<file path="config.mk">
export PLATFORM = sky130hd
export DESIGN_NAME = rom_download_ctrl
export DESIGN_NICKNAME = d
export VERILOG_FILES = /design/src/rtl/rom_download_ctrl.sv
export SDC_FILE = /design/constraint.sdc
export NUM_CORES = 1
export LEC_CHECK = 0
export ABC_AREA = 1
export CORE_UTILIZATION = 45
export CTS_CLUSTER_SIZE = 14
export DETAILED_ROUTE_END_ITERATION = 12
export PLACE_DENSITY_LB_ADDON = 0.3
export SLEW_MARGIN = 20
export SYNTH_ARGS = -nofsm -noshare
export SYNTH_HDL_FRONTEND = slang
export SYNTH_SLANG_ARGS = --single-unit
</file>
<file path="constraint.sdc">
create_clock -name i_clk_dl -period 7.8 [get_ports i_clk_dl]
set_input_delay 1.56 -clock i_clk_dl [delete_from_list [all_inputs] [get_ports i_clk_dl]]
set_output_delay 1.56 -clock i_clk_dl [all_outputs]
set_load 0.005 [all_outputs]
</file>
<file path="src/rtl/rom_download_ctrl.sv">
// Sequences the SD-card ROM image download into the per-chip ROM port B,
// checks addressing and byte count, and holds the game CPU in reset until a good image is loaded.
//
// state     | meaning
// ----------+---------------------------------------------------------
// S_IDLE    | no download seen since reset
// S_LOAD    | accepting ioctl writes for the game ROM index
// S_CHECK   | one cycle after download end; verify count and error latch
// S_RELEASE | image good; count down before releasing the CPU
// S_DONE    | image loaded and verified, CPU running
// S_ERROR   | last load failed; CPU held, error code frozen
module rom_download_ctrl #(
    parameter logic [7:0]  ROM_INDEX   = 8'd0,
    parameter logic [24:0] TOTAL_SIZE  = 25'hD240,
    parameter int          HOLD_CYCLES = 16
) (
    input  logic        i_clk_dl,
    input  logic        i_reset,
    input  logic        i_ioctl_download,
    input  logic [7:0]  i_ioctl_index,
    input  logic        i_ioctl_wr,
    input  logic [24:0] i_ioctl_addr,
    input  logic [7:0]  i_ioctl_data,
    output logic [24:0] o_addr_dl,
    output logic [7:0]  o_data_dl,
    output logic        o_wr_dl,
    output logic [10:0] o_cs_dl,
    output logic [10:0] o_region_seen,
    output logic        o_cpu_hold,
    output logic        o_load_done,
    output logic        o_load_err,
    output logic [1:0]  o_err_code
);

    typedef enum logic [2:0] {
        S_IDLE,
        S_LOAD,
        S_CHECK,
        S_RELEASE,
        S_DONE,
        S_ERROR
    } state_t;

    localparam logic [15:0] HOLD_LOAD = 16'(HOLD_CYCLES - 1);

    state_t        r_state;
    state_t        w_next;
    logic          r_dl_prev;
    logic [24:0]   r_byte_cnt;
    logic [24:0]   r_exp_addr;
    logic [15:0]   r_hold_cnt;
    logic [24:0]   r_addr_dl;
    logic [7:0]    r_data_dl;
    logic          r_wr_dl;
    logic [10:0]   r_cs_dl;
    logic [10:0]   r_region_seen;
    logic          r_cpu_hold;
    logic          r_load_done;
    logic          r_load_err;
    logic [1:0]    r_err_code;

    logic          w_start;
    logic          w_fall;
    logic          w_in_range;
    logic          w_image_ok;
    logic [10:0]   w_cs;

    assign w_start    = i_ioctl_download && !r_dl_prev && (i_ioctl_index == ROM_INDEX);
    assign w_fall     = !i_ioctl_download && r_dl_prev;
    assign w_in_range = i_ioctl_addr < TOTAL_SIZE;
    assign w_image_ok = (r_byte_cnt == TOTAL_SIZE) && (r_err_code == 2'b00);

    // Half-open region ranges; anything past cp2 selects nothing.
    always_comb begin
        w_cs = 11'h000;
        if      (i_ioctl_addr < 25'h02000) w_cs = 11'h001;
        else if (i_ioctl_addr < 25'h04000) w_cs = 11'h002;
        else if (i_ioctl_addr < 25'h06000) w_cs = 11'h004;
        else if (i_ioctl_addr < 25'h08000) w_cs = 11'h008;
        else if (i_ioctl_addr < 25'h0A000) w_cs = 11'h010;
        else if (i_ioctl_addr < 25'h0C000) w_cs = 11'h020;
        else if (i_ioctl_addr < 25'h0D000) w_cs = 11'h040;
        else if (i_ioctl_addr < 25'h0D100) w_cs = 11'h080;
        else if (i_ioctl_addr < 25'h0D200) w_cs = 11'h100;
        else if (i_ioctl_addr < 25'h0D220) w_cs = 11'h200;
        else if (i_ioctl_addr < 25'h0D240) w_cs = 11'h400;
    end

    always_ff @(posedge i_clk_dl or posedge i_reset) begin
        if (i_reset) begin
            r_state <= S_IDLE;
        end else begin
            r_state <= w_next;
        end
    end

    always_comb begin
        w_next = r_state;
        if (w_start) begin
            w_next = S_LOAD;
        end else begin
            case (r_state)
                S_LOAD:    if (w_fall) w_next = S_CHECK;
                S_CHECK:   w_next = w_image_ok ? S_RELEASE : S_ERROR;
                S_RELEASE: if (r_hold_cnt == 16'd0) w_next = S_DONE;
                default:   w_next = r_state;
            endcase
        end
    end

    always_ff @(posedge i_clk_dl or posedge i_reset) begin
        if (i_reset) begin
            r_dl_prev     <= 1'b0;
            r_byte_cnt    <= '0;
            r_exp_addr    <= '0;
            r_hold_cnt    <= '0;
            r_addr_dl     <= '0;
            r_data_dl     <= '0;
            r_wr_dl       <= 1'b0;
            r_cs_dl       <= '0;
            r_region_seen <= '0;
            r_cpu_hold    <= 1'b1;
            r_load_done   <= 1'b0;
            r_load_err    <= 1'b0;
            r_err_code    <= 2'b00;
        end else begin
            r_dl_prev <= i_ioctl_download;
            r_wr_dl   <= 1'b0;
            if (w_start) begin
                r_byte_cnt    <= '0;
                r_exp_addr    <= '0;
                r_region_seen <= '0;
                r_cpu_hold    <= 1'b1;
                r_load_done   <= 1'b0;
                r_load_err    <= 1'b0;
                r_err_code    <= 2'b00;
            end else begin
                case (r_state)
                    S_LOAD: begin
                        if (i_ioctl_wr) begin
                            if (!w_in_range) begin
                                r_cs_dl <= '0;
                                if (r_err_code == 2'b00) r_err_code <= 2'b10;
                            end else begin
                                r_addr_dl     <= i_ioctl_addr;
                                r_data_dl     <= i_ioctl_data;
                                r_cs_dl       <= w_cs;
                                r_wr_dl       <= 1'b1;
                                r_region_seen <= r_region_seen | w_cs;
                                r_exp_addr    <= i_ioctl_addr + 25'd1;
                                if (r_byte_cnt != '1) r_byte_cnt <= r_byte_cnt + 25'd1;
                                // Out-of-order bytes are still written; only the first fault is kept.
                                if ((i_ioctl_addr != r_exp_addr) && (r_err_code == 2'b00))
                                    r_err_code <= 2'b11;
                            end
                        end
                    end
                    S_CHECK: begin
                        r_hold_cnt <= HOLD_LOAD;
                        if (!w_image_ok) begin
                            r_load_err <= 1'b1;
                            r_cpu_hold <= 1'b1;
                            if (r_err_code == 2'b00) r_err_code <= 2'b01;
                        end
                    end
                    S_RELEASE: begin
                        if (r_hold_cnt == 16'd0) begin
                            r_cpu_hold  <= 1'b0;
                            r_load_done <= 1'b1;
                        end else begin
                            r_hold_cnt <= r_hold_cnt - 16'd1;
                        end
                    end
                    default: ;
                endcase
            end
        end
    end

    assign o_addr_dl     = r_addr_dl;
    assign o_data_dl     = r_data_dl;
    assign o_wr_dl       = r_wr_dl;
    assign o_cs_dl       = r_cs_dl;
    assign o_region_seen = r_region_seen;
    assign o_cpu_hold    = r_cpu_hold;
    assign o_load_done   = r_load_done;
    assign o_load_err    = r_load_err;
    assign o_err_code    = r_err_code;

endmodule

</file>
-- Word level (Yosys, flattened, before mapping)
Cells that the tools add are included.
W data, S select, Z words.
- logic and storage cells: 129
- bits in registers: 131
- add/subtract/negate cells: 3
- eq/ne operators: 15
- bitwise logic cells: 2
- multiplexer cells: 53
- reduce and logical (&&, ||, !) cells: 31
- $lt $le $gt $ge: 11
- operator list (operator ; number):
    $mux W25 ; 9
    $lt A25 B16 Y1 const B ; 8
    $mux W11 ; 16
    $add A25 B1 Y25 const B ; 2
    $lt A25 B15 Y1 const B ; 2
    $pmux W16 S2 ; 1
    $eq A25 B16 Y1 const B ; 1
    $lt A25 B14 Y1 const B ; 1
    $ne A25 B25 Y1 ; 1
    $ne A25 B25 Y1 const B ; 1
    $logic_not A16 Y1 ; 1
    $mux W16 ; 1
    $reduce_bool A2 Y1 ; 8
    $sub A16 B1 Y16 const B ; 1
    $ne A3 B3 Y1 const B ; 5
    $reduce_and A3 Y1 ; 5
    $mux W2 ; 7
    $mux W1 ; 12
    $mux W3 ; 4
    $or A11 B11 Y11 ; 1
    $pmux W3 S3 ; 1
    $logic_not A8 Y1 ; 1
    $ne A4 B4 Y1 const B ; 2
    $reduce_and A4 Y1 ; 2
    other kinds (13) ; 22

-- Logic depth before layout (Yosys ltp)
Gate-level depths: netlist of the first run.
- word-level depth: 17
- depth in mapped cells: 14
- gate-level depth less buffers: 14

-- Least setup slack after synthesis of the first run
No wires, ideal clock.
- path kind: input -> register
- from: input i_ioctl_addr[14]
- to: register r_exp_addr[1]
- arrival time: 2.795 ns
- library setup time: 0.121 ns
- buffers on the path: 2
- path slack: 4.884 ns
- stages: 12
- data required time: 7.679 ns
- path through: buf_4 -> inv_2 -> nor2_1 -> nand2_1 -> nor2_1 -> nand3_1 -> nand2_1 -> nor2_4 -> nand2_2 -> inv_2 -> buf_2 -> a22o_1
- longest elaborated chain between the ends: 3
- RTL lines (item ; RTL line ; text):
    start: declaration ; 22 ; input logic [24:0] i_ioctl_addr,
    $lt A25 B16 Y1 ; 70 ; assign w_in_range = i_ioctl_addr < TOTAL_SIZE;
    $reduce_bool A2 Y1 (no line) ; - ;
    $reduce_and A3 Y1 (no line) ; - ;
    end signal: assignment ; 150 ; r_exp_addr <= i_ioctl_addr + 25'd1;
    end: declaration ; 50 ; logic [24:0] r_exp_addr;
Every way passes these cells.
A chain may end at the register's enable or synchronous reset.

-- Final worst setup path of the first run
- from: input i_ioctl_download
- to: register r_cs_dl[6] (netlist: o_cs_dl[6])
- longest elaborated chain between the ends: 4
- RTL lines (item ; RTL line ; text):
    start: declaration ; 19 ; input logic i_ioctl_download,
    $logic_and A1 B1 Y1 (2 in a row) ; 68 ; assign w_start = i_ioctl_download && !r_dl_prev && (i_ioctl_index == ROM_INDEX);
    $not A1 Y1 (no line) ; - ;
    $reduce_and A3 Y1 (no line) ; - ;
    end signal: assignment ; 147 ; r_cs_dl <= w_cs;
    end: declaration ; 55 ; logic [10:0] r_cs_dl;
Every way passes these cells.

==> flow_summary.yaml, run 1 <==
status:
  outcome: "finished, violations left"
  violations: "DRC"
clock_tree:
  cts-root-buf: "clkbuf_16"
  clock-sinks: 131
  ctsResizeCount: 0
  clock_latency_ns: 0.42
  clock_path_buffers: 2
  clkTransAtPathRegs_ns: 0.06
  cts_buffers: 17
  htree_levels: 4
  tritoncts: "done"
  postCtsSetupBuffers: 0
  ctsHoldBuffers: 0
yosys:
  yosys-top-cells-count: "nand2_1, nor2_1, dfrtp_1"
  synth_fp_nets: 952
  syn_area_per_cell_sq_um: 7.62
  ys_seq_area_frac: 0.477
  synth_async_sr_flop_share: 1.00
  synth_top_cell_area_share: 0.473
  ys.warnings.count: 0
  synth_ff_type: "dfrtp_1"
  synth-seq-cells: 131
  syn_inst: 903
  synth_edf_count: 0
  synth.area.top_cells: "dfrtp_1, nand2_1, nor2_1, inv_1, nand3_1"
  yosysTopAreaCell: "dfrtp_1"
  synthDistinctLibCells: 38
  synth_area_sq_mm: 0.00688
  yosysMostFrequentCell: "nand2_1"
placed_design:
  dp_hpwl_um: 12200
  port_buffers: 105
  dp_cells: 1169
  gp_congestion: 0.952
  place_ws_ns: 3.19
routing:
  wirelength_um: 17200
  drt-wirelength-per-cell_um: 14.3
  drc: 9
  post_drt_via_cell_ratio: 5.10
  ant_nets: 0
  drt_first_pass_iters: 9
  via_count: 6124
  drt_iter0_markers: 476
timing:
  fin_ws_ns: 3.63
  finalCriticalPeriod_ns: 4.17
  setup_viol: 0
  tns_ns: 0
  report.final.slew_viol_count: 0
  finClkSkew_ns: 0.00556
  maxSlewHeadroom: 0.396
  worstMarginPinSlew_ns: 0.902
  hold_viol_final: 0
  rsz0062_at_grt: "no"
  finalCritPeriodShare: 0.535
  max_freq_mhz: 240
global_routing:
  antenna_found_initial: 0
  grt_pass1_vias: 5841
  grt.total_usage: 0.226
  grt_overflow: 0
  grt_max_degree: 68
  grt_pass1_wl_um: 28400
cells_and_area:
  final_nets: 1053
  drive_gt1_frac: 0.0669
  layout.cells.non_filler: 1200
  antenna_cells: 0
  area_growth_pct: 25.3
pwr:
  power_density_mw_per_mm2: 220
  vdd_drop_max_mv: 0.141
  p_leak_uw: 0.00426
setup_path:
  crit_type: "in -> reg"
  critPathCaptureType: "flop"
  worstSetupStartpointType: "primary input"
  critPathRequiredTime_ns: 8.10
  critPathArrivalTime_ns: 4.48
  cp_max_fo: 35
worst_hold_path:
  hp-class: "reg -> reg"
floorplan:
  fp.dieH_um: 126
  initial_core_util: 0.468
  fp.dieW_um: 126
  core_area_sq_mm: 0.0147
  die_area_sq_mm: 0.0158
  rows: 44
  io_pins: 106
run:
  cap_violations: 0
-- cell usage in the layout (no fill, tap or decap), types with 5 or more instances in the layout --
cell	instances
inv_2	10
nor2_2	5
nand4_1	15
o21ai_0	54
nand2_1	237
nor2_1	139
dfrtp_1	130
clkbuf_16	17
clkdlybuf4s50_1	105
nor3_1	24
nand3_1	57
inv_1	102
o31ai_1	6
o21ai_2	11
xor2_1	27
xnor2_1	14
a21oi_1	7
-- metal layers --
| metal | vias up | share of wire | GRT usage |
|---|---|---|---|
| li1 | 3058 | - | - |
| met1 | 2875 | 0.48 | 0.317 |
| met2 | 168 | 0.45 | 0.348 |
| met3 | 23 | 0.052 | 0.0497 |
| met4 | 0 | 0.015 | 0.0725 |
| met5 | - | 0 | 0 |
-- logic make-up after synthesis --
| logic type | share of synthesized area |
|---|---|
| AO/OA/AOI/OAI | 0.0820 |
| XOR/XNOR | 0.0522 |
| adder cells (fa/ha/maj) | 0.00727 |
| buffers and inverters | 0.0813 |
| flip-flops | 0.477 |
| AND/OR/NAND/NOR | 0.301 |
-- where the power goes --
part           leakage [uW]  total, uW  switching [uW]  internal (uW)
clock              0.000272        790             318            472
combinational       0.00242        356             233            123
sequential          0.00158        748            27.2            721
total               0.00426       1890             578           1320
-- stage by stage --
step,area (sq um),total power (uW),hold slack (ns),utilization
floorplan,6880,998,0.464,-
global placement,8040,1110,0.466,0.547
detailed placement,8040,1110,0.469,0.547
CTS,8620,1900,0.486,0.587
global route,8620,1990,0.515,0.587
finish,8620,1890,0.479,0.587
-- registers in the layout, summed over array words and instances (netlist names) --
| name | cells |
|---|---|
| o_cs_dl | 11 |
| o_addr_dl | 25 |
| o_cpu_hold | 1 |
| o_load_done | 1 |
| o_wr_dl | 1 |
| r_hold_cnt | 16 |
| r_dl_prev | 1 |
| r_byte_cnt | 25 |
| r_state | 3 |
| o_data_dl | 8 |
| o_region_seen | 11 |
| o_err_code | 2 |
| r_exp_addr | 25 |
| o_load_err | 1 |
-- worst paths after layout --
check	start	endpoint	slack, ns	cells after the start
setup / recovery	i_ioctl_download	o_cs_dl[6]	3.63	10
hold / removal	o_cs_dl[10]	o_cs_dl[10]	0.48	2
setup reg to reg	r_dl_prev	o_cs_dl[6]	4.90	8
hold reg to reg	o_cs_dl[10]	o_cs_dl[10]	0.48	2
max in group asynchronous	i_reset	r_state[1]	4.78	3
min in group asynchronous	i_reset	o_addr_dl[23]	1.66	2
-- critical path, stage by stage --
cell and delay, ns:
clkdlybuf4s50_1 0.48, inv_1 0.05, nor2_1 0.08, nand3_1 0.08
nor2_2 0.55, inv_2 0.47, nand2_2 0.54, inv_2 0.35
o211ai_1 0.21, nand2_1 0.07
-- layout make-up --
class                           count  area (sq um)
Multi-Input combinational cell    634          3040
Timing Repair Buffer              106          1060
Fill cell                        1332          6080
Sequential cell                   131          3280
Tap cell                          184           230
Inverter                          114           430
Clock buffer                       17           425
Clock inverter                     14           156
No activity file was read; power rests on OpenSTA's default activity.
==> run 2: changes to the inputs <==
- clock period: 7.8 -> 3.8 ns (I/O delays scaled with it)
==> flow_summary.yaml, run 2 (same netlist as run 1, synthesis figures left out) <==
status:
  outcome: "finished, violations left"
  violations: "DRC"
global_routing:
  grt_pass1_wl_um: 29300
  grt_max_degree: 64
  grt_pass1_vias: 5972
  antenna_found_initial: 0
  grt_overflow: 0
  grt.total_usage: 0.234
placed_design:
  port_buffers: 105
  place_area_sq_mm: 0.00811
  dp_hpwl_um: 12300
  gp_congestion: 0.898
pwr:
  intPower_uw: 2920
  switching_share: 0.282
  power_density_mw_per_mm2: 465
  power.clock.fraction: 0.444
  p_leak_uw: 0.00434
  vdd_drop_max_mv: 0.306
  pwr-share-seq: 0.377
  p_switching_uw: 1150
  p_comb_frac: 0.179
  finalPower_uw: 4070
setup_path:
  critPathArrivalTime_ns: 3.05
  cpMostUsedCell: "nand2_1"
  regToRegSetupSlack_ns: 1.36
  cp_num_buf_inv: 3
  critPathCaptureType: "flop"
  worstPathCellList: "clkdlybuf4s50_1, nor2_1, nand2_1, nor2_2, inv_1, nor2_1, nand2_1, nor2_4, o21ai_2, nand2_2, inv_2, nand2_1, o21ai_0"
  crit_family: "simple AND/OR/NAND/NOR gates"
  crit_type: "in -> reg"
  cpPeakStageDelay_ns: 0.49
  cp_max_fo: 29
  critPathRequiredTime_ns: 4.09
  slowest_stage: "nand2_2"
  worstSetupStartpointType: "primary input"
cells_and_area:
  drive_gt1_frac: 0.0732
  final_nets: 1061
  area_growth_pct: 27.3
  antenna_cells: 0
  final_cell_area_sq_mm: 0.00876
  final_common_cell: "nand2_1"
  layout_common_cells: "nand2_1, nor2_1, dfrtp_1"
clock_tree:
  clock_path_buffers: 2
  cts_buffers: 17
  ctsResizeCount: 0
  cts-root-buf: "clkbuf_16"
  clkTransAtPathRegs_ns: 0.06
  postCtsSetupBuffers: 0
  htree_levels: 4
  tritoncts: "done"
  ctsHoldBuffers: 0
  clock-sinks: 131
  clock_latency_ns: 0.42
floorplan:
  core_area_sq_mm: 0.0147
  initial_core_util: 0.468
  fp.dieW_um: 126
  io_pins: 106
  rows: 44
  fp.dieH_um: 126
  die_area_sq_mm: 0.0158
timing:
  hold_viol_final: 0
  report.final.slew_viol_count: 0
  finClkSkew_ns: 0.00877
  tns_ns: 0
  rsz0062_at_grt: "no"
  maxSlewHeadroom: 0.444
  setup_viol: 0
  max_freq_mhz: 363
  worstMarginPinSlew_ns: 0.832
  finalCriticalPeriod_ns: 2.76
  finalCritPeriodShare: 0.725
routing:
  drt_iter0_markers: 489
  drt-wirelength-per-cell_um: 14.2
  via_count: 6158
  post_drt_via_cell_ratio: 5.10
  drt_first_pass_iters: 13
  wirelength_um: 17100
  drc: 9
  ant_nets: 0
run:
  cap_violations: 0
worst_hold_path:
  hp-class: "reg -> reg"
-- run 2: final cells by class --
type / count / area [sq um]
sequential: 131 / 3280
fill: 1358 / 5940
clock inverter: 12 / 204
multi-input combinational: 634 / 3040
tap: 184 / 230
timing repair buffer: 114 / 1130
clock buffer: 19 / 443
inverter: 114 / 432
-- run 2: metal layers --
| layer | up-vias | part of all wire | track usage |
|---|---|---|---|
| li1 | 3055 | - | - |
| met1 | 2914 | 0.48 | 0.327 |
| met2 | 160 | 0.45 | 0.363 |
| met3 | 29 | 0.051 | 0.0489 |
| met4 | 0 | 0.015 | 0.0803 |
| met5 | - | 0 | 0 |
-- run 2: through the flow --
stage / instances / setup WS, ns / utilization / hold WS [ns]
5_1_grt: 1208 / 0.792 / 0.596 / 0.499
6_report: 1208 / 1.04 / 0.596 / 0.479
3_3_place_gp: 1177 / 0.708 / 0.552 / 0.464
3_5_place_dp: 1177 / 0.636 / 0.552 / 0.469
2_1_floorplan: 903 / 1.42 / - / 0.464
4_1_cts: 1208 / 1.07 / 0.596 / 0.485
-- run 2: path summary, 6_finish.rpt --
path / start / endpoint / depth (start not counted)
max in group asynchronous: i_reset / o_cpu_hold / 3
min in group asynchronous: i_reset / o_region_seen[1] / 2
worst max-delay path: i_ioctl_addr[24] / r_byte_cnt[18] / 13
worst min register to register: o_region_seen[5] / o_region_seen[5] / 2
worst max register to register: r_byte_cnt[0] / r_byte_cnt[18] / 12
worst min-delay path: o_region_seen[5] / o_region_seen[5] / 2
-- run 2: power groups by stage --
| stage | sequential [uW] | combinational (uW) | clock (uW) |
|---|---|---|---|
| after global placement | 1560 | 720 | 0 |
| after global routing | 1550 | 835 | 1890 |
| final | 1540 | 730 | 1810 |
| after detailed placement | 1560 | 733 | 0 |
| after CTS | 1540 | 737 | 1820 |
| after floorplan | 1550 | 500 | 0 |
-- run 2: tightest hold or removal path: cells and delay by family, from the launching register on --
kind / cells / cell delay [ns]
flops: 1 / 0.34
simple gates: 2 / 0.10
